**config.mk**
```make
export PLATFORM = sky130hd
export DESIGN_NAME = id_ex_stage_flat
export DESIGN_NICKNAME = d
export VERILOG_FILES = /design/src/rtl/id_ex_stage_if.sv /design/src/rtl/id_ex_stage.sv /design/src/flat_wrapper.sv
export SDC_FILE = /design/constraint.sdc
export NUM_CORES = 1
export LEC_CHECK = 0
export ABC_AREA = 1
export CORE_UTILIZATION = 40
export CTS_BUF_LIST = sky130_fd_sc_hd__clkbuf_16
export DETAILED_ROUTE_END_ITERATION = 16
export GPL_TIMING_DRIVEN = 1
export PLACE_DENSITY = 0.81
export SLEW_MARGIN = 20
export SYNTH_ARGS = -nofsm -noshare
export SYNTH_HDL_FRONTEND = slang
export SYNTH_SLANG_ARGS = --single-unit
```
**constraint.sdc**
```tcl
create_clock -name clk -period 3 [get_ports clk]
set_input_delay 0.3 -clock clk [delete_from_list [all_inputs] [get_ports clk]]
set_output_delay 0.3 -clock clk [all_outputs]
set_load 0.05 [all_outputs]
```
**src/rtl/id_ex_stage_if.sv**
```systemverilog
// -----------------------------------------------------------------------------
// id_ex_stage_if
//   Bundle between the ID stage (control mux + decode datapath), the ID/EX
//   pipeline register, and the EX stage.
//
//   ID side (driven by master):
//     flush, hold, valid_id        - squash / back-pressure / slot-valid
//     write, MemtoReg, MemRead,
//     MemWrite, regdst, ALUsrc     - stall-gated control bits
//     ALUop[1:0]                   - stall-gated ALU operation class
//     pc4_id, rdata1_id, rdata2_id,
//     imm_id [DW-1:0]              - ID datapath fields
//     rs_id, rt_id, rd_id [4:0]    - register specifiers
//     funct_id [5:0]               - function field
//   EX side (driven by slave, the pipeline register):
//     *_ex                         - registered copies of the ID fields
//     valid_ex                     - EX slot holds a real instruction
//     load_use_stall               - combinational stall to control mux/PC/IF-ID
//     stall_count [CNT_W-1:0]      - saturating count of inserted bubbles
// -----------------------------------------------------------------------------
interface id_ex_stage_if #(
  parameter int DW    = 32,
  parameter int CNT_W = 16
);
  // ID side
  logic             flush;
  logic             hold;
  logic             valid_id;
  logic             write;
  logic             MemtoReg;
  logic             MemRead;
  logic             MemWrite;
  logic             regdst;
  logic             ALUsrc;
  logic [1:0]       ALUop;
  logic [DW-1:0]    pc4_id;
  logic [DW-1:0]    rdata1_id;
  logic [DW-1:0]    rdata2_id;
  logic [DW-1:0]    imm_id;
  logic [4:0]       rs_id;
  logic [4:0]       rt_id;
  logic [4:0]       rd_id;
  logic [5:0]       funct_id;

  // EX side
  logic             write_ex;
  logic             MemtoReg_ex;
  logic             MemRead_ex;
  logic             MemWrite_ex;
  logic             regdst_ex;
  logic             ALUsrc_ex;
  logic [1:0]       ALUop_ex;
  logic [DW-1:0]    pc4_ex;
  logic [DW-1:0]    rdata1_ex;
  logic [DW-1:0]    rdata2_ex;
  logic [DW-1:0]    imm_ex;
  logic [4:0]       rs_ex;
  logic [4:0]       rt_ex;
  logic [4:0]       rd_ex;
  logic [5:0]       funct_ex;
  logic             valid_ex;
  logic             load_use_stall;
  logic [CNT_W-1:0] stall_count;

  // Environment: drives ID fields, observes EX fields
  modport master (
    output flush, hold, valid_id,
    output write, MemtoReg, MemRead, MemWrite, regdst, ALUsrc, ALUop,
    output pc4_id, rdata1_id, rdata2_id, imm_id,
    output rs_id, rt_id, rd_id, funct_id,
    input  write_ex, MemtoReg_ex, MemRead_ex, MemWrite_ex, regdst_ex, ALUsrc_ex,
    input  ALUop_ex, pc4_ex, rdata1_ex, rdata2_ex, imm_ex,
    input  rs_ex, rt_ex, rd_ex, funct_ex, valid_ex,
    input  load_use_stall, stall_count
  );

  // Pipeline register: consumes ID fields, produces EX fields
  modport slave (
    input  flush, hold, valid_id,
    input  write, MemtoReg, MemRead, MemWrite, regdst, ALUsrc, ALUop,
    input  pc4_id, rdata1_id, rdata2_id, imm_id,
    input  rs_id, rt_id, rd_id, funct_id,
    output write_ex, MemtoReg_ex, MemRead_ex, MemWrite_ex, regdst_ex, ALUsrc_ex,
    output ALUop_ex, pc4_ex, rdata1_ex, rdata2_ex, imm_ex,
    output rs_ex, rt_ex, rd_ex, funct_ex, valid_ex,
    output load_use_stall, stall_count
  );
endinterface

```
**src/rtl/id_ex_stage.sv**
```systemverilog
// -----------------------------------------------------------------------------
// id_ex_stage
//   ID/EX pipeline register with a built-in load-use hazard detector.
//   Captures the stall-gated control bundle and ID datapath fields and
//   presents them to EX one cycle later. Generates load_use_stall, which
//   gates the ID control mux and freezes PC and IF/ID.
//
//   Ports:
//     clk  - rising-edge clock
//     rst  - synchronous active-high reset
//     bus  - id_ex_stage_if.slave (ID inputs, EX outputs, stall, counter)
//
//   Update priority per edge: rst > flush > hold > load_use_stall > load.
//   A "bubble" is all 1-bit controls 0, ALUop 2'b11, valid 0.
// -----------------------------------------------------------------------------
module id_ex_stage #(
  parameter int DW    = 32,
  parameter int CNT_W = 16
) (
  input  logic           clk,
  input  logic           rst,
  id_ex_stage_if.slave   bus
);

  localparam logic [1:0]       ALUOP_BUBBLE = 2'b11;
  localparam logic [CNT_W-1:0] CNT_MAX      = {CNT_W{1'b1}};
  localparam logic [CNT_W-1:0] CNT_ONE      = {{(CNT_W-1){1'b0}}, 1'b1};

  // Control flops
  logic             write_q,     write_d;
  logic             memtoreg_q,  memtoreg_d;
  logic             memread_q,   memread_d;
  logic             memwrite_q,  memwrite_d;
  logic             regdst_q,    regdst_d;
  logic             alusrc_q,    alusrc_d;
  logic [1:0]       aluop_q,     aluop_d;
  logic             valid_q,     valid_d;

  // Datapath flops
  logic [DW-1:0]    pc4_q,       pc4_d;
  logic [DW-1:0]    rdata1_q,    rdata1_d;
  logic [DW-1:0]    rdata2_q,    rdata2_d;
  logic [DW-1:0]    imm_q,       imm_d;
  logic [4:0]       rs_q,        rs_d;
  logic [4:0]       rt_q,        rt_d;
  logic [4:0]       rd_q,        rd_d;
  logic [5:0]       funct_q,     funct_d;

  // Performance counter
  logic [CNT_W-1:0] stall_count_q, stall_count_d;

  // Hazard result
  logic             load_use_stall_s;
  logic             rt_hit_s;

  // Load-use detection: uses only registered EX state plus raw ID specifiers,
  // so there is no path from the control mux back into this equation.
  always_comb begin
    rt_hit_s         = (rt_q == bus.rs_id) | (rt_q == bus.rt_id);
    load_use_stall_s = valid_q & memread_q & (rt_q != 5'd0) & bus.valid_id & rt_hit_s;
  end

  // Next-state selection for the pipeline register (rst handled in the flop block)
  always_comb begin
    write_d    = write_q;
    memtoreg_d = memtoreg_q;
    memread_d  = memread_q;
    memwrite_d = memwrite_q;
    regdst_d   = regdst_q;
    alusrc_d   = alusrc_q;
    aluop_d    = aluop_q;
    valid_d    = valid_q;
    pc4_d      = pc4_q;
    rdata1_d   = rdata1_q;
    rdata2_d   = rdata2_q;
    imm_d      = imm_q;
    rs_d       = rs_q;
    rt_d       = rt_q;
    rd_d       = rd_q;
    funct_d    = funct_q;

    if (bus.flush) begin
      // Squash: full bubble with cleared datapath
      write_d    = 1'b0;
      memtoreg_d = 1'b0;
      memread_d  = 1'b0;
      memwrite_d = 1'b0;
      regdst_d   = 1'b0;
      alusrc_d   = 1'b0;
      aluop_d    = ALUOP_BUBBLE;
      valid_d    = 1'b0;
      pc4_d      = {DW{1'b0}};
      rdata1_d   = {DW{1'b0}};
      rdata2_d   = {DW{1'b0}};
      imm_d      = {DW{1'b0}};
      rs_d       = 5'd0;
      rt_d       = 5'd0;
      rd_d       = 5'd0;
      funct_d    = 6'd0;
    end else if (bus.hold) begin
      // Freeze: defaults already hold every field
      valid_d    = valid_q;
    end else if (load_use_stall_s) begin
      // Bubble controls; datapath still follows ID (don't-care for a bubble).
      // Redundant with the control mux gating on purpose, so a mux fault
      // cannot leak a live instruction into EX during a stall.
      write_d    = 1'b0;
      memtoreg_d = 1'b0;
      memread_d  = 1'b0;
      memwrite_d = 1'b0;
      regdst_d   = 1'b0;
      alusrc_d   = 1'b0;
      aluop_d    = ALUOP_BUBBLE;
      valid_d    = 1'b0;
      pc4_d      = bus.pc4_id;
      rdata1_d   = bus.rdata1_id;
      rdata2_d   = bus.rdata2_id;
      imm_d      = bus.imm_id;
      rs_d       = bus.rs_id;
      rt_d       = bus.rt_id;
      rd_d       = bus.rd_id;
      funct_d    = bus.funct_id;
    end else begin
      // Normal advance from ID to EX
      write_d    = bus.write;
      memtoreg_d = bus.MemtoReg;
      memread_d  = bus.MemRead;
      memwrite_d = bus.MemWrite;
      regdst_d   = bus.regdst;
      alusrc_d   = bus.ALUsrc;
      aluop_d    = bus.ALUop;
      valid_d    = bus.valid_id;
      pc4_d      = bus.pc4_id;
      rdata1_d   = bus.rdata1_id;
      rdata2_d   = bus.rdata2_id;
      imm_d      = bus.imm_id;
      rs_d       = bus.rs_id;
      rt_d       = bus.rt_id;
      rd_d       = bus.rd_id;
      funct_d    = bus.funct_id;
    end
  end

  // Bubble counter: counts only bubbles actually inserted by the hazard,
  // not flushes and not cycles frozen by hold; saturates instead of wrapping.
  always_comb begin
    stall_count_d = stall_count_q;
    if (load_use_stall_s & ~bus.hold & ~bus.flush & (stall_count_q != CNT_MAX)) begin
      stall_count_d = stall_count_q + CNT_ONE;
    end else begin
      stall_count_d = stall_count_q;
    end
  end

  // State register with synchronous reset to the bubble
  always_ff @(posedge clk) begin
    if (rst) begin
      write_q       <= 1'b0;
      memtoreg_q    <= 1'b0;
      memread_q     <= 1'b0;
      memwrite_q    <= 1'b0;
      regdst_q      <= 1'b0;
      alusrc_q      <= 1'b0;
      aluop_q       <= ALUOP_BUBBLE;
      valid_q       <= 1'b0;
      pc4_q         <= {DW{1'b0}};
      rdata1_q      <= {DW{1'b0}};
      rdata2_q      <= {DW{1'b0}};
      imm_q         <= {DW{1'b0}};
      rs_q          <= 5'd0;
      rt_q          <= 5'd0;
      rd_q          <= 5'd0;
      funct_q       <= 6'd0;
      stall_count_q <= {CNT_W{1'b0}};
    end else begin
      write_q       <= write_d;
      memtoreg_q    <= memtoreg_d;
      memread_q     <= memread_d;
      memwrite_q    <= memwrite_d;
      regdst_q      <= regdst_d;
      alusrc_q      <= alusrc_d;
      aluop_q       <= aluop_d;
      valid_q       <= valid_d;
      pc4_q         <= pc4_d;
      rdata1_q      <= rdata1_d;
      rdata2_q      <= rdata2_d;
      imm_q         <= imm_d;
      rs_q          <= rs_d;
      rt_q          <= rt_d;
      rd_q          <= rd_d;
      funct_q       <= funct_d;
      stall_count_q <= stall_count_d;
    end
  end

  // Output mapping
  assign bus.write_ex       = write_q;
  assign bus.MemtoReg_ex    = memtoreg_q;
  assign bus.MemRead_ex     = memread_q;
  assign bus.MemWrite_ex    = memwrite_q;
  assign bus.regdst_ex      = regdst_q;
  assign bus.ALUsrc_ex      = alusrc_q;
  assign bus.ALUop_ex       = aluop_q;
  assign bus.valid_ex       = valid_q;
  assign bus.pc4_ex         = pc4_q;
  assign bus.rdata1_ex      = rdata1_q;
  assign bus.rdata2_ex      = rdata2_q;
  assign bus.imm_ex         = imm_q;
  assign bus.rs_ex          = rs_q;
  assign bus.rt_ex          = rt_q;
  assign bus.rd_ex          = rd_q;
  assign bus.funct_ex       = funct_q;
  assign bus.load_use_stall = load_use_stall_s;
  assign bus.stall_count    = stall_count_q;

endmodule

```
**src/flat_wrapper.sv**
```systemverilog
// flat-port wrapper written by rule: the top's interface ports become plain ports
module id_ex_stage_flat 
#(
  parameter int DW    = 32,
  parameter int CNT_W = 16
)
  (clk, rst, bus_flush, bus_hold, bus_valid_id, bus_write, bus_MemtoReg, bus_MemRead, bus_MemWrite, bus_regdst, bus_ALUsrc, bus_ALUop, bus_pc4_id, bus_rdata1_id, bus_rdata2_id, bus_imm_id, bus_rs_id, bus_rt_id, bus_rd_id, bus_funct_id, bus_write_ex, bus_MemtoReg_ex, bus_MemRead_ex, bus_MemWrite_ex, bus_regdst_ex, bus_ALUsrc_ex, bus_ALUop_ex, bus_pc4_ex, bus_rdata1_ex, bus_rdata2_ex, bus_imm_ex, bus_rs_ex, bus_rt_ex, bus_rd_ex, bus_funct_ex, bus_valid_ex, bus_load_use_stall, bus_stall_count);
  id_ex_stage_if #(.DW(DW), .CNT_W(CNT_W)) bus_i ();
  input  logic clk;
  input  logic rst;
  input wire logic [$bits(bus_i.flush)-1:0] bus_flush;
  input wire logic [$bits(bus_i.hold)-1:0] bus_hold;
  input wire logic [$bits(bus_i.valid_id)-1:0] bus_valid_id;
  input wire logic [$bits(bus_i.write)-1:0] bus_write;
  input wire logic [$bits(bus_i.MemtoReg)-1:0] bus_MemtoReg;
  input wire logic [$bits(bus_i.MemRead)-1:0] bus_MemRead;
  input wire logic [$bits(bus_i.MemWrite)-1:0] bus_MemWrite;
  input wire logic [$bits(bus_i.regdst)-1:0] bus_regdst;
  input wire logic [$bits(bus_i.ALUsrc)-1:0] bus_ALUsrc;
  input wire logic [$bits(bus_i.ALUop)-1:0] bus_ALUop;
  input wire logic [$bits(bus_i.pc4_id)-1:0] bus_pc4_id;
  input wire logic [$bits(bus_i.rdata1_id)-1:0] bus_rdata1_id;
  input wire logic [$bits(bus_i.rdata2_id)-1:0] bus_rdata2_id;
  input wire logic [$bits(bus_i.imm_id)-1:0] bus_imm_id;
  input wire logic [$bits(bus_i.rs_id)-1:0] bus_rs_id;
  input wire logic [$bits(bus_i.rt_id)-1:0] bus_rt_id;
  input wire logic [$bits(bus_i.rd_id)-1:0] bus_rd_id;
  input wire logic [$bits(bus_i.funct_id)-1:0] bus_funct_id;
  output wire logic [$bits(bus_i.write_ex)-1:0] bus_write_ex;
  output wire logic [$bits(bus_i.MemtoReg_ex)-1:0] bus_MemtoReg_ex;
  output wire logic [$bits(bus_i.MemRead_ex)-1:0] bus_MemRead_ex;
  output wire logic [$bits(bus_i.MemWrite_ex)-1:0] bus_MemWrite_ex;
  output wire logic [$bits(bus_i.regdst_ex)-1:0] bus_regdst_ex;
  output wire logic [$bits(bus_i.ALUsrc_ex)-1:0] bus_ALUsrc_ex;
  output wire logic [$bits(bus_i.ALUop_ex)-1:0] bus_ALUop_ex;
  output wire logic [$bits(bus_i.pc4_ex)-1:0] bus_pc4_ex;
  output wire logic [$bits(bus_i.rdata1_ex)-1:0] bus_rdata1_ex;
  output wire logic [$bits(bus_i.rdata2_ex)-1:0] bus_rdata2_ex;
  output wire logic [$bits(bus_i.imm_ex)-1:0] bus_imm_ex;
  output wire logic [$bits(bus_i.rs_ex)-1:0] bus_rs_ex;
  output wire logic [$bits(bus_i.rt_ex)-1:0] bus_rt_ex;
  output wire logic [$bits(bus_i.rd_ex)-1:0] bus_rd_ex;
  output wire logic [$bits(bus_i.funct_ex)-1:0] bus_funct_ex;
  output wire logic [$bits(bus_i.valid_ex)-1:0] bus_valid_ex;
  output wire logic [$bits(bus_i.load_use_stall)-1:0] bus_load_use_stall;
  output wire logic [$bits(bus_i.stall_count)-1:0] bus_stall_count;
  assign bus_i.flush = bus_flush;
  assign bus_i.hold = bus_hold;
  assign bus_i.valid_id = bus_valid_id;
  assign bus_i.write = bus_write;
  assign bus_i.MemtoReg = bus_MemtoReg;
  assign bus_i.MemRead = bus_MemRead;
  assign bus_i.MemWrite = bus_MemWrite;
  assign bus_i.regdst = bus_regdst;
  assign bus_i.ALUsrc = bus_ALUsrc;
  assign bus_i.ALUop = bus_ALUop;
  assign bus_i.pc4_id = bus_pc4_id;
  assign bus_i.rdata1_id = bus_rdata1_id;
  assign bus_i.rdata2_id = bus_rdata2_id;
  assign bus_i.imm_id = bus_imm_id;
  assign bus_i.rs_id = bus_rs_id;
  assign bus_i.rt_id = bus_rt_id;
  assign bus_i.rd_id = bus_rd_id;
  assign bus_i.funct_id = bus_funct_id;
  assign bus_write_ex = bus_i.write_ex;
  assign bus_MemtoReg_ex = bus_i.MemtoReg_ex;
  assign bus_MemRead_ex = bus_i.MemRead_ex;
  assign bus_MemWrite_ex = bus_i.MemWrite_ex;
  assign bus_regdst_ex = bus_i.regdst_ex;
  assign bus_ALUsrc_ex = bus_i.ALUsrc_ex;
  assign bus_ALUop_ex = bus_i.ALUop_ex;
  assign bus_pc4_ex = bus_i.pc4_ex;
  assign bus_rdata1_ex = bus_i.rdata1_ex;
  assign bus_rdata2_ex = bus_i.rdata2_ex;
  assign bus_imm_ex = bus_i.imm_ex;
  assign bus_rs_ex = bus_i.rs_ex;
  assign bus_rt_ex = bus_i.rt_ex;
  assign bus_rd_ex = bus_i.rd_ex;
  assign bus_funct_ex = bus_i.funct_ex;
  assign bus_valid_ex = bus_i.valid_ex;
  assign bus_load_use_stall = bus_i.load_use_stall;
  assign bus_stall_count = bus_i.stall_count;
  id_ex_stage #(.DW(DW), .CNT_W(CNT_W)) u_core (.clk(clk), .rst(rst), .bus(bus_i));
endmodule
```
==> impl_metrics.toml, run 1 <==
[floorplan]
die_h_um = 130
die_x_um = 130
core_area_um2 = 15900
std_cell_rows = 46
initial_core_util = 0.410
dieArea_um2 = 16800
pin_count = 337

[finish]
fin_util = 0.665
drive_gt1_frac = 0.0582
diodes = 0
layout_common_cells = "353 x nand2_1, 334 x clkdlybuf4s50_1, 174 x dfxtp_1"
postLayoutCellArea_um2 = 10600
area.growth.synth_to_final_pct = 62.3
layout_commonest_cell = "nand2_1"
nets = 1353

[cts]
clockBufferDepth = 2
cts_tree = "yes"
cts_made_buffers = 17
worstSkewPairLatency_ns = 0.42
cts.hold.buffers_added = 0
root_buffer = "clkbuf_16"
clock_sinks = 174
h-tree-depth = 4
cts.repair.resized = 0
post_cts_buffers = 0
clk_pin_slew_ns = 0.07

[status]
outcome = "finished clean"

[logic_synthesis]
synthDistinctLibCells = 30
avgSynthCellArea_um2 = 7.42
synth_mux_area_frac = 0
synth-seq-cells = 174
ys.flop_type = "dfxtp_1"
synth_compound_area_frac = 0.142
synthCells = 881
synth_edf_count = 0
yosysWarnings = 0
async_flop_share = 0
synth_fa_ha_area_frac = 0.00191
ys_seq_area_frac = 0.533
synth_nets = 1044
synth_area_um2 = 6530
synth_top_family_by_area = "simple AND/OR/NAND/NOR gates"
synth_xor_area_frac = 0.00268
synth-simple-area-share = 0.270

[critical_path]
required_ns = 2.70
arrival_ns = 1.87
end_kind = "output pin"
crit_fanout = 9
crit_type = "flop to output pin"
start_kind = "flop"

[global_route]
grt_pass1_vias = 6245
grt_overflow = 0
grt_max_degree = 136
grt_pass1_wl_um = 31200
grtUsageTotal = 0.239
antenna_found_initial = 0

[power]
ir_worst_vdd_v = 0.000396
p_leak_nw = 3.97
power-per-cell-area_nw_per_um2 = 503
power.total_mw = 5.33

[flow_run]
cap_violations = 0

[detailed_routing]
wl_per_cell_um = 14.4
antenna_left = 0
via_per_inst = 4.73
drc = 0
wl_um = 20500
drt_iter0_markers = 307
drt-pass1-iter-count = 4
vias = 6710

[timing]
setup_tns_ns = 0
fin_ws_ns = 0.828
slew_violations = 0
tightest_slew_ns = 0.644
setup_viol = 0
finalHoldViolations = 0
fin_crit_ns = 2.17
fin_crit_sh = 0.724
maxSlewHeadroom = 0.571
rsz0062_at_grt = "no"
fin_skew_ns = 0.00879
max_freq_ghz = 0.460

[placed_design]
io_buffers = 336
place_congestion = 0.860
pre_cts_slack_ns = 0.890
hpwl_um = 14700
place_area_um2 = 10100

[hold_path]
holdCritPathClass = "input port to flop"
## where the power goes
group          total, mW  switching, mW  internal [mW]
clock               2.07          0.928           1.14
combinational      0.849          0.483          0.367
sequential          2.42         0.0382           2.38
total               5.33           1.45           3.88
## cell type report
cell class,instances,area [µm²]
repair buffers,343,3460
clock buffers,17,425
well taps,216,270
clock inverters,15,121
inverters,31,121
multi-input cells,623,2720
flip-flops and latches,174,3480
fillers,1359,5340
## routing by layer
metal / track usage / wire (µm) / vias up
met1: 0.270 / 8140 / 2997
met3: 0.0939 / 1790 / 35
met5: 0 / 0 / -
met4: 0.0964 / 479 / 0
met2: 0.405 / 10100 / 243
li1: - / - / 3435
## state kept, by name, summed over array words and instances, names as in the netlist, 2 cells and up
signal,cells
u_core.bus.ALUop_ex,2
u_core.bus.imm_ex,32
u_core.bus.rd_ex,5
u_core.bus.pc4_ex,32
u_core.bus.rs_ex,5
u_core.bus.stall_count,16
u_core.bus.rdata2_ex,32
u_core.bus.rdata1_ex,32
u_core.bus.rt_ex,5
u_core.bus.funct_ex,6
## worst paths after layout
path,startpoint,endpoint,slack (ns),cells past startpoint
max,u_core.bus.rt_ex[3],bus_load_use_stall,0.83,9
min,bus_hold,u_core.bus.imm_ex[12],0.28,3
max reg2reg,u_core.bus.stall_count[0],u_core.bus.stall_count[1],1.26,10
min reg2reg,u_core.bus.imm_ex[12],u_core.bus.imm_ex[12],0.46,2
## cells by family (layout without fill, tap and decap cells)
group	count (synthesis)	after routing
AND/OR/NAND/NOR	437	437
AO/OA/AOI/OAI	183	183
XOR/XNOR	2	2
buffers and inverters	84	406
adder cells (fa/ha/maj)	1	1
flip-flops	174	174
## cells in the mapped netlist, types with 2 or more instances
cell / number / share of area
inv_1: 23 / 0.013
o21ai_0: 19 / 0.015
buf_1: 2 / 0.0011
inv_2: 6 / 0.0034
nand2_4: 2 / 0.0034
a21oi_1: 160 / 0.12
buf_2: 4 / 0.0031
xnor2_1: 2 / 0.0027
clkinv_1: 2 / 0.0011
nand2_1: 353 / 0.20
nor2_1: 45 / 0.026
nor2_2: 10 / 0.0096
nand2_2: 3 / 0.0029
nand3b_1: 2 / 0.0023
nand4_1: 5 / 0.0048
nand3_1: 8 / 0.0061
nand3_2: 4 / 0.0061
clkbuf_1: 46 / 0.026
dfxtp_1: 174 / 0.53
## critical path: stages (launching register included)
cell     delay [ns]
dfxtp_1        0.42
inv_2          0.07
nand2_1        0.06
nand2_1        0.06
nor2_1         0.12
nand3_2        0.11
nand2_4        0.10
nand2_2        0.16
inv_1          0.14
buf_4          0.21
## through the flow
step,hold slack (ns),instances
after CTS,0.262,1419
after detailed placement,0.455,1387
final,0.283,1419
after global placement,0.447,1387
after global routing,0.268,1419
after floorplan,0.442,881
Power figures use the tool's default switching activity.
==> run 2: changes to the inputs <==
==> constraint.sdc (replaced) <==
create_clock -name clk -period 2.2 [get_ports clk]
set_input_delay 0.22 -clock clk [delete_from_list [all_inputs] [get_ports clk]]
set_output_delay 0.22 -clock clk [all_outputs]
set_load 0.05 [all_outputs]
==> run 2 against run 1 <==
Against the previous run:
- critical path type unchanged
- design area grew 0.68%
- routed wire length grew 0.20%
- largest power group unchanged
- worst hold slack lost 0.20 ns
- clock skew is essentially flat
- combinational power grew 37%
- flip-flop and latch count is the same
- sequential share of layout area shrank 0.20 points
- via count shrank 0.73%
- non-clock buffer count grew 2
- sequential power grew 36%
==> impl_metrics.toml, run 2 (same netlist as run 1, synthesis figures left out) <==
[floorplan]
die_x_um = 130
die_h_um = 130
core_area_um2 = 15900
dieArea_um2 = 16800
initial_core_util = 0.410
pin_count = 337
std_cell_rows = 46

[hold_path]
holdCritPathClass = "input port to flop"

[placed_design]
place_area_um2 = 10100
place_congestion = 0.873
hpwl_um = 14500
io_buffers = 336

[timing]
slew_violations = 0
fin_skew_ns = 0.00903
fin_crit_sh = 0.921
tightest_slew_ns = 0.657
setup_tns_ns = 0
fin_crit_ns = 2.03
finalHoldViolations = 0
rsz0062_at_grt = "no"
max_freq_ghz = 0.494
setup_viol = 0
maxSlewHeadroom = 0.562

[cts]
root_buffer = "clkbuf_16"
clk_pin_slew_ns = 0.07
worstSkewPairLatency_ns = 0.42
h-tree-depth = 4
cts_made_buffers = 17
clock_sinks = 174
clockBufferDepth = 2
cts_tree = "yes"
cts.hold.buffers_added = 0

[critical_path]
arrival_ns = 1.81
end_kind = "output pin"
crit_fanout = 9
required_ns = 1.98
start_kind = "flop"
crit_type = "flop to output pin"

[detailed_routing]
via_per_inst = 4.68
drt-pass1-iter-count = 4
antenna_left = 0
wl_per_cell_um = 14.4
drc = 0
drt_iter0_markers = 372
wl_um = 20500
vias = 6661

[power]
p_leak_nw = 4.00
power-per-cell-area_nw_per_um2 = 699
ir_worst_vdd_v = 0.000509

[finish]
nets = 1355
area.growth.synth_to_final_pct = 63.4
layout_common_cells = "353 x nand2_1, 334 x clkdlybuf4s50_1, 172 x dfxtp_1"
postLayoutCellArea_um2 = 10700
drive_gt1_frac = 0.0631
layout_commonest_cell = "nand2_1"

[global_route]
grt_overflow = 0
grtUsageTotal = 0.241
grt_pass1_vias = 6204
grt_pass1_wl_um = 31400
grt_max_degree = 151
antenna_found_initial = 1

[status]
outcome = "finished clean"

[flow_run]
cap_violations = 0
run 2: changes by cell type in the layout (fill, tap and decap cells not counted), sizes merged:
cell / before / now
clkinvlp: 4 / 1
buf: 9 / 11
bufinv: 1 / 2
clkinv: 7 / 8
diode: 0 / 1
inv: 34 / 35
run 2: layer usage:
metal	track usage	routed length, µm	up-vias
met5	0	0	-
met4	0.0828	386	0
met2	0.405	10000	235
met3	0.0923	1750	25
met1	0.282	8400	2977
li1	-	-	3424
run 2: worst paths after layout:
| check | start | endpoint | slack, ns | cells after the start |
|---|---|---|---|---|
| worst max-delay path | u_core.bus.rt_ex[1] | bus_load_use_stall | 0.17 | 9 |
| worst min-delay path | bus_hold | u_core.bus.rt_ex[0] | 0.08 | 2 |
| worst max register to register | u_core.bus.rt_ex[1] | u_core.bus.stall_count[3] | 0.48 | 11 |
| worst min register to register | u_core.bus.rd_ex[0] | u_core.bus.rd_ex[0] | 0.46 | 2 |
run 2: what timing repair did:
| action | CTS | global route |
|---|---|---|
| buffers inserted | 0 | 0 |
| gates resized for setup | 0 | 3 |
| setup endpoints to repair | 0 | 1 |
run 2: final cells by class:
class | count | area, µm²
Sequential cell | 174 | 3490
Tap cell | 216 | 270
Clock inverter | 15 | 161
Inverter | 31 | 121
Antenna cell | 1 | 2.50
Clock buffer | 17 | 425
Fill cell | 1342 | 5270
Multi-Input combinational cell | 623 | 2720
Timing Repair Buffer | 345 | 3490
run 2: power by group:
part / internal [mW] / switching [mW]
clock: 1.69 / 1.31
sequential: 3.24 / 0.0522
combinational: 0.503 / 0.661
run 2: metrics by stage:
step / utilization / power [mW] / instances / hold slack (ns) / setup WS (ns)
final: 0.670 / 7.46 / 1422 / 0.0809 / 0.174
after global routing: 0.670 / 7.75 / 1422 / 0.0601 / 0.0319
after CTS: 0.669 / 7.54 / 1421 / 0.0675 / 0.0404
after detailed placement: 0.633 / 4.53 / 1389 / 0.454 / 0.148
after global placement: 0.633 / 4.52 / 1389 / 0.443 / 0.226
after floorplan: - / 3.96 / 881 / 0.362 / 0.281
run 2: worst max-delay path, cell delays in order (launching register included):
cell and delay [ns]:
dfxtp_1 0.44, inv_2 0.07, nand2_1 0.06, nand2_1 0.06, nor2_2 0.12, nand3_2 0.09
nand2_4 0.12, nand2_2 0.16, inv_2 0.14, buf_12 0.14
==> run 3: changes to the inputs <==
--- a/config.mk
+++ b/config.mk
@@ -11,6 +11,7 @@
 export DETAILED_ROUTE_END_ITERATION = 16
 export GPL_TIMING_DRIVEN = 1
 export PLACE_DENSITY = 0.81
+export SETUP_SLACK_MARGIN = 0.05
 export SLEW_MARGIN = 20
 export SYNTH_ARGS = -nofsm -noshare
 export SYNTH_HDL_FRONTEND = slang
==> run 3 against run 2 <==
Against the previous run:
- sequential power about the same
- clock-buffer cell count unchanged
- register-to-register slack about the same
- combinational power about the same
- fmax up 0.40%
- global-route usage unchanged
- via count unchanged
- clock skew unchanged
- design area about the same
==> impl_metrics.toml, run 3 (same netlist as run 1, synthesis figures left out) <==
[critical_path]
slowest_stage = "dfxtp_1"
start_kind = "flop"
worst_r2r_startpoint = "u_core.bus.rt_ex[2]"
crit_fanout = 9
end_kind = "output pin"
crit_type = "flop to output pin"
worstPathBufferInverterCount = 3
critPathTopFamily = "simple AND/OR/NAND/NOR gates"
startpoint = "u_core.bus.rt_ex[2]"
required_ns = 1.98
path_cells = "inv_2 > nand2_1 > nand2_1 > nor2_1 > nand3_2 > nand2_4 > nand2_2 > inv_2 > buf_12"
arrival_ns = 1.80
max_stage_delay_ns = 0.40

[finish]
area.growth.synth_to_final_pct = 63.5
fin_util = 0.670
drive_gt1_frac = 0.0647
postLayoutCellArea_um2 = 10700
layout_common_cells = "353 x nand2_1, 334 x clkdlybuf4s50_1, 170 x dfxtp_1"
layout_commonest_cell = "nand2_1"
nets = 1355
stdcell_count = 1422

[timing]
fin_crit_sh = 0.917
slew_violations = 0
finalHoldViolations = 0
rsz0062_at_grt = "no"
max_freq_ghz = 0.496
tightest_slew_ns = 0.657
fin_crit_ns = 2.02
setup_tns_ns = 0
maxSlewHeadroom = 0.562
fin_ws_ns = 0.182
setup_viol = 0
fin_skew_ns = 0.00903

[placed_design]
place_inst = 1389
place_congestion = 0.873
hpwl_um = 14500
place_area_um2 = 10100
pre_cts_slack_ns = 0.148
io_buffers = 336

[floorplan]
die_x_um = 130
initial_core_util = 0.410
dieArea_um2 = 16800
die_h_um = 130
core_area_um2 = 15900
std_cell_rows = 46
pin_count = 337

[cts]
post_cts_buffers = 0
clock_sinks = 174
clk_pin_slew_ns = 0.06
worstSkewPairLatency_ns = 0.42
h-tree-depth = 4
cts_made_buffers = 17
root_buffer = "clkbuf_16"
cts_tree = "yes"
clockBufferDepth = 2

[detailed_routing]
drt-pass1-iter-count = 4
vias = 6661
wl_um = 20500
drc = 0
antenna_left = 0
via_per_inst = 4.68
drt_iter0_markers = 372
wl_per_cell_um = 14.4

[global_route]
grt_max_degree = 151
grtUsageTotal = 0.241
grt_pass1_vias = 6204
grt_overflow = 0
grt_pass1_wl_um = 31400
antenna_found_initial = 1

[flow_run]
cap_violations = 0

[power]
power-per-cell-area_nw_per_um2 = 699
ir_worst_vdd_v = 0.000509
p_leak_nw = 4.00

[status]
outcome = "finished clean"

[hold_path]
holdCritPathClass = "input port to flop"
worstHoldStart = "bus_hold"
run 3: final cells by class:
| class | count | area, µm² |
|---|---|---|
| Clock buffer | 17 | 425 |
| Antenna cell | 1 | 2.50 |
| Fill cell | 1340 | 5260 |
| Clock inverter | 15 | 161 |
| Multi-Input combinational cell | 623 | 2720 |
| Sequential cell | 174 | 3490 |
| Inverter | 31 | 121 |
| Timing Repair Buffer | 345 | 3490 |
| Tap cell | 216 | 270 |
run 3: path summary, 6_finish.rpt:
path	end	slack, ns	cells past startpoint
setup reg to reg	u_core.bus.stall_count[3]	0.49	11
hold reg to reg	u_core.bus.rd_ex[0]	0.46	2
setup / recovery	bus_load_use_stall	0.18	9
hold / removal	u_core.bus.rt_ex[0]	0.08	2
run 3: per-layer routing:
layer | wire, µm | GRT usage | up-vias | share of wire
met5 | 0 | 0 | - | 0
met4 | 386 | 0.0828 | 0 | 0.019
met3 | 1750 | 0.0923 | 25 | 0.085
met2 | 10000 | 0.405 | 235 | 0.49
met1 | 8400 | 0.282 | 2977 | 0.41
li1 | - | - | 3424 | -
run 3: per-stage QoR:
step	hold slack, ns	total power, mW
4_1_cts	0.0675	7.54
5_1_grt	0.0601	7.75
6_report	0.0809	7.46
2_1_floorplan	0.362	3.96
3_3_place_gp	0.443	4.52
3_5_place_dp	0.454	4.53
run 3: worst register-to-register path, delay by kind of cell (launching register included):
kind,cells,cell delay (ns)
flops,1,0.40
simple gates,10,1.15
buf+inv,1,0.07
run 3: power by group:
group / internal, mW / switching, mW / total, mW
Clock: 1.69 / 1.31 / 3.00
Combinational: 0.503 / 0.661 / 1.16
Sequential: 3.24 / 0.0522 / 3.30
Total: 5.44 / 2.02 / 7.46
run 3: what timing repair did:
action | CTS | global route
hold buffers | 0 | 0
resized for setup | 1 | 4
pin swaps | 0 | 0
setup endpoints to repair | 1 | 1
==> patch 1: new RTL, config.mk and constraints of run 2 <==
`CNT_W` is set to 16 in 3 places; all go to 32.
--- a/src/rtl/id_ex_stage_if.sv
+++ b/src/rtl/id_ex_stage_if.sv
@@ -20,7 +20,7 @@
 // -----------------------------------------------------------------------------
 interface id_ex_stage_if #(
   parameter int DW    = 32,
-  parameter int CNT_W = 16
+  parameter int CNT_W = 32
 );
   // ID side
   logic             flush;
--- a/src/rtl/id_ex_stage.sv
+++ b/src/rtl/id_ex_stage.sv
@@ -15,7 +15,7 @@
 // -----------------------------------------------------------------------------
 module id_ex_stage #(
   parameter int DW    = 32,
-  parameter int CNT_W = 16
+  parameter int CNT_W = 32
 ) (
   input  logic           clk,
   input  logic           rst,
--- a/src/flat_wrapper.sv
+++ b/src/flat_wrapper.sv
@@ -2,7 +2,7 @@
 module id_ex_stage_flat 
 #(
   parameter int DW    = 32,
-  parameter int CNT_W = 16
+  parameter int CNT_W = 32
 )
   (clk, rst, bus_flush, bus_hold, bus_valid_id, bus_write, bus_MemtoReg, bus_MemRead, bus_MemWrite, bus_regdst, bus_ALUsrc, bus_ALUop, bus_pc4_id, bus_rdata1_id, bus_rdata2_id, bus_imm_id, bus_rs_id, bus_rt_id, bus_rd_id, bus_funct_id, bus_write_ex, bus_MemtoReg_ex, bus_MemRead_ex, bus_MemWrite_ex, bus_regdst_ex, bus_ALUsrc_ex, bus_ALUop_ex, bus_pc4_ex, bus_rdata1_ex, bus_rdata2_ex, bus_imm_ex, bus_rs_ex, bus_rt_ex, bus_rd_ex, bus_funct_ex, bus_valid_ex, bus_load_use_stall, bus_stall_count);
   id_ex_stage_if #(.DW(DW), .CNT_W(CNT_W)) bus_i ();
Interface: changed (resized bus_stall_count); port bits go from 337 to 353. The function was not compared with the original's and may differ.
==> patch 1 against run 2 <==
Setup slack better by 5.4 ps; largest power group unchanged; via count grew 23%; sequential cell count increased by 16; power rose by 5.0%; synthesized area grew 16%; cell area is 13% higher; largest cell class unchanged; synthesized cell count grew 22%; register-to-register slack worse by 250 ps; critical path type unchanged; wire length grew 24%.
==> patch 1: results (changes against run 2) <==
Worst R2R Start=u_core.bus.stall_count[0]; Pleak=4.580 nW (+14%); xor and xnor area share after synthesis=0.3480% (+0.080 points); Comb pwr share=15.2% (-0.4 points); Commonest cells post-synth=nand2_1, dfxtp_1, a21oi_1; fraction of area in multi-input gates=27.87% (+2.4 points); CP peak stage delay=350 ps (-90 ps); sequential area share after synthesis=50.37% (-2.9 points); sequential share of cell area=31.62% (-1.0 points); Routed met1 length=9897 um (+18%); slowest CP cell=dfxtp_2; Non-clk invs=42 (+35%); met1 GRT Util=28.71% (+0.49 points); Flop pwr share=45.7% (+1.5 points); DR vias/cell=4.898 (+4.6%); clock-cell share of area=4.812% (-0.68 points); largest net degree at the start of global routing=108 (-28%); fill count=1531 (+14%); gpl congestion=0.9156 (+4.9%); r2r endpoint=u_core.bus.stall_count[30]; Crit Path Max Fanout=5 (-4); dpl cell area=0.01145 mm2 (+14%); worst hold path startpoint=bus_rdata1_id[26]; met2 GRT Util=45.09% (+4.6 points); Avg WL per Cell=15.24 um (+5.5%); status=finished, final reports clean; IO buf count=352 (+4.8%); GRT Total Usage=26.12% (+2.0 points); Synth Net Count=1241 (+19%); endpoint of the worst hold path=u_core.bus.rdata1_ex[26]; comb_multi_in=788 (+26%); Register-to-Register Path Depth=10 (-1); met3 routed WL=2127 um (+22%); Yosys cell types=24 (-20%); synth top area cells=dfxtp_1, nand2_1, a21oi_1; maximum VDD drop=0.0005224 V (+2.6%); R2R setup slack=230 ps (-250 ps); count of plain and timing-repair buffers=384 (+11%); Layout Skew=12.92 ps (+3.884 ps); GR Layer Usage met3=8.362% (-0.86 points); detailed-placement wirelength estimate=18660 um (+29%); initial drt markers=481 (+29%)
-- patch 1: cell types whose count changed after synthesis, sizes merged, moves of 2 or more --
cell / delta
o21ai: -5
inv: +13
clkinv: -2
dfxtp: +16
buf: +2
nor2: +80
nand4: +2
clkbuf: +3
nand3: +18
nand2: +73
-- patch 1: what timing repair did --
action | in CTS | in global routing
gates cloned | 0 | 0
buffers inserted | 0 | 0
endpoints found under the setup margin | 1 | 1
pin swaps | 0 | 0
gates resized for setup | 4 | 1
-- patch 1: through the flow --
stage	utilization, %	power [W]	hold slack, ps	worst slack [ps]	instances
final	66.12	0.007837	328.6	179.6	1666
after global routing	66.12	0.008099	333.0	29.70	1666
after CTS	66.10	0.007896	316.6	51.96	1665
after detailed placement	62.88	0.004856	454.1	150.7	1633
after global placement	62.88	0.004844	451.0	155.4	1633
after floorplan	-	0.004263	362.5	180.5	1078
==> patch 2: new RTL, settings of run 2 <==
Without the edit above. `rd_q` no longer has a reset.
--- a/src/rtl/id_ex_stage.sv
+++ b/src/rtl/id_ex_stage.sv
@@ -169,7 +169,6 @@
       imm_q         <= {DW{1'b0}};
       rs_q          <= 5'd0;
       rt_q          <= 5'd0;
-      rd_q          <= 5'd0;
       funct_q       <= 6'd0;
       stall_count_q <= {CNT_W{1'b0}};
     end else begin
@@ -187,10 +186,13 @@
       imm_q         <= imm_d;
       rs_q          <= rs_d;
       rt_q          <= rt_d;
-      rd_q          <= rd_d;
       funct_q       <= funct_d;
       stall_count_q <= stall_count_d;
     end
+  end
+
+  always_ff @(posedge clk) begin
+    rd_q <= rd_d;
   end
 
   // Output mapping
Check against the original RTL: not equivalent (Yosys sat finds a counterexample within 4 cycles, from zero or initial values and one cycle with rst high).
==> patch 2 against run 2 <==
Worst hold slack gained 210 ps; wire length increased by 2.6%; sequential power about the same; core utilization hardly changed; synthesized cell count is 2.3% higher; sequential cell count unchanged; power decreased by 2.1%; cell area up 0.36%; synthesized area grew 0.98%; setup slack better by 22 ps; sequential share of layout area decreased by 0.14 points; critical path type unchanged.
==> patch 2: results (changes against run 2) <==
Pleak=4.104 nW (+2.6%); synth top area cells=dfxtp_1, nand2_1, a21oi_1; layout cells sized above 1=4.808% (-1.5 points); initial antenna violation count=0 (-1); Crit Path Max Fanout=7 (-2); R2R setup slack=530 ps (+50 ps); switching power total=0.001999 W (-1.2%); status=finished, final reports clean; detailed-placement wirelength estimate=14740 um (+2.0%); Avg WL per Cell=14.60 um (+1.1%); r2r endpoint=u_core.bus.stall_count[1]; gpl congestion=0.8360 (-4.2%); first-pass GRT wire length=31240 um (-0.64%); initial drt markers=398 (+7.0%); Max-slew headroom=58.31% (+2.1 points); Register-to-Register Path Depth=10 (-1); total number of vias=6826 (+2.5%); DR vias/cell=4.730 (+0.99%); sequential area share after synthesis=52.80% (-0.52 points); GRT Total Usage=23.96% (-0.18 points); endpoint of the worst hold path=u_core.bus.pc4_ex[2]; largest net degree at the start of global routing=115 (-24%); WHS Path Cells=3 (+1); Setup WS post-layout=196.1 ps (+21.92 ps); Synth Net Count=1064 (+1.9%)
## patch 2: power groups by stage
stage	sequential, W	clock, W	combinational, W
floorplan	0.00370	0	0.000273
global placement	0.00336	0	0.00117
detailed placement	0.00337	0	0.00118
CTS	0.00330	0.00288	0.00119
global route	0.00331	0.00300	0.00125
finish	0.00330	0.00283	0.00118
## patch 2: cell type report
type	count	area, um2
repair buffers	347	3516
fillers	1364	5284
flip-flops and latches	174	3483
well taps	216	270.3
inverters	43	166.4
multi-input cells	631	2735
clock buffers	17	425.4
clock inverters	15	120.1
## patch 2: through the flow
stage               instance area (um2)  hold WS (ps)
CTS                               10720         277.5
global placement                  10170         446.6
finish                            10720         286.8
detailed placement                10170         454.6
floorplan                          6598         291.5
global route                      10720         297.7
## patch 2: how the worst max path moves through the flow
stage	startpoint	end	depth (start not counted)
5_1_grt	u_core.bus.rt_ex[3]	bus_load_use_stall	9
3_5_place_dp	bus_rs_id[4]	u_core.bus.stall_count[5]	12
6_report	u_core.bus.rt_ex[3]	bus_load_use_stall	9
3_3_place_gp	bus_rs_id[4]	u_core.bus.stall_count[5]	12
4_1_cts	u_core.bus.rt_ex[3]	bus_load_use_stall	9
2_1_floorplan	u_core.bus.rt_ex[3]	u_core.bus.ALUop_ex[0]	10
## patch 2: worst reg2reg max path: stages (launching register included)
cell and delay, ps:
dfxtp_1 390, ha_1 180, nand2_1 80, nor2_2 150, nand3_2 130, nor2_4 150, inv_2 70, nand4_4 210
nand2_1 100, nand2_1 70, nor2_1 40
## patch 2: cells by family after synthesis
group | share of synthesized area, %
flops | 52.80
simple gates | 26.70
xor+xnor | 0.9293
fa+ha+maj | 0.1896
compound gates | 13.64
buf+inv | 5.746
## patch 2: layer usage
metal	up-vias	routed length, um	track usage, %
met5	-	0	0
met4	0	573	8.993
met3	33	1696	9.813
met2	222	10560	42.30
met1	3099	8242	25.60
li1	3472	-	-
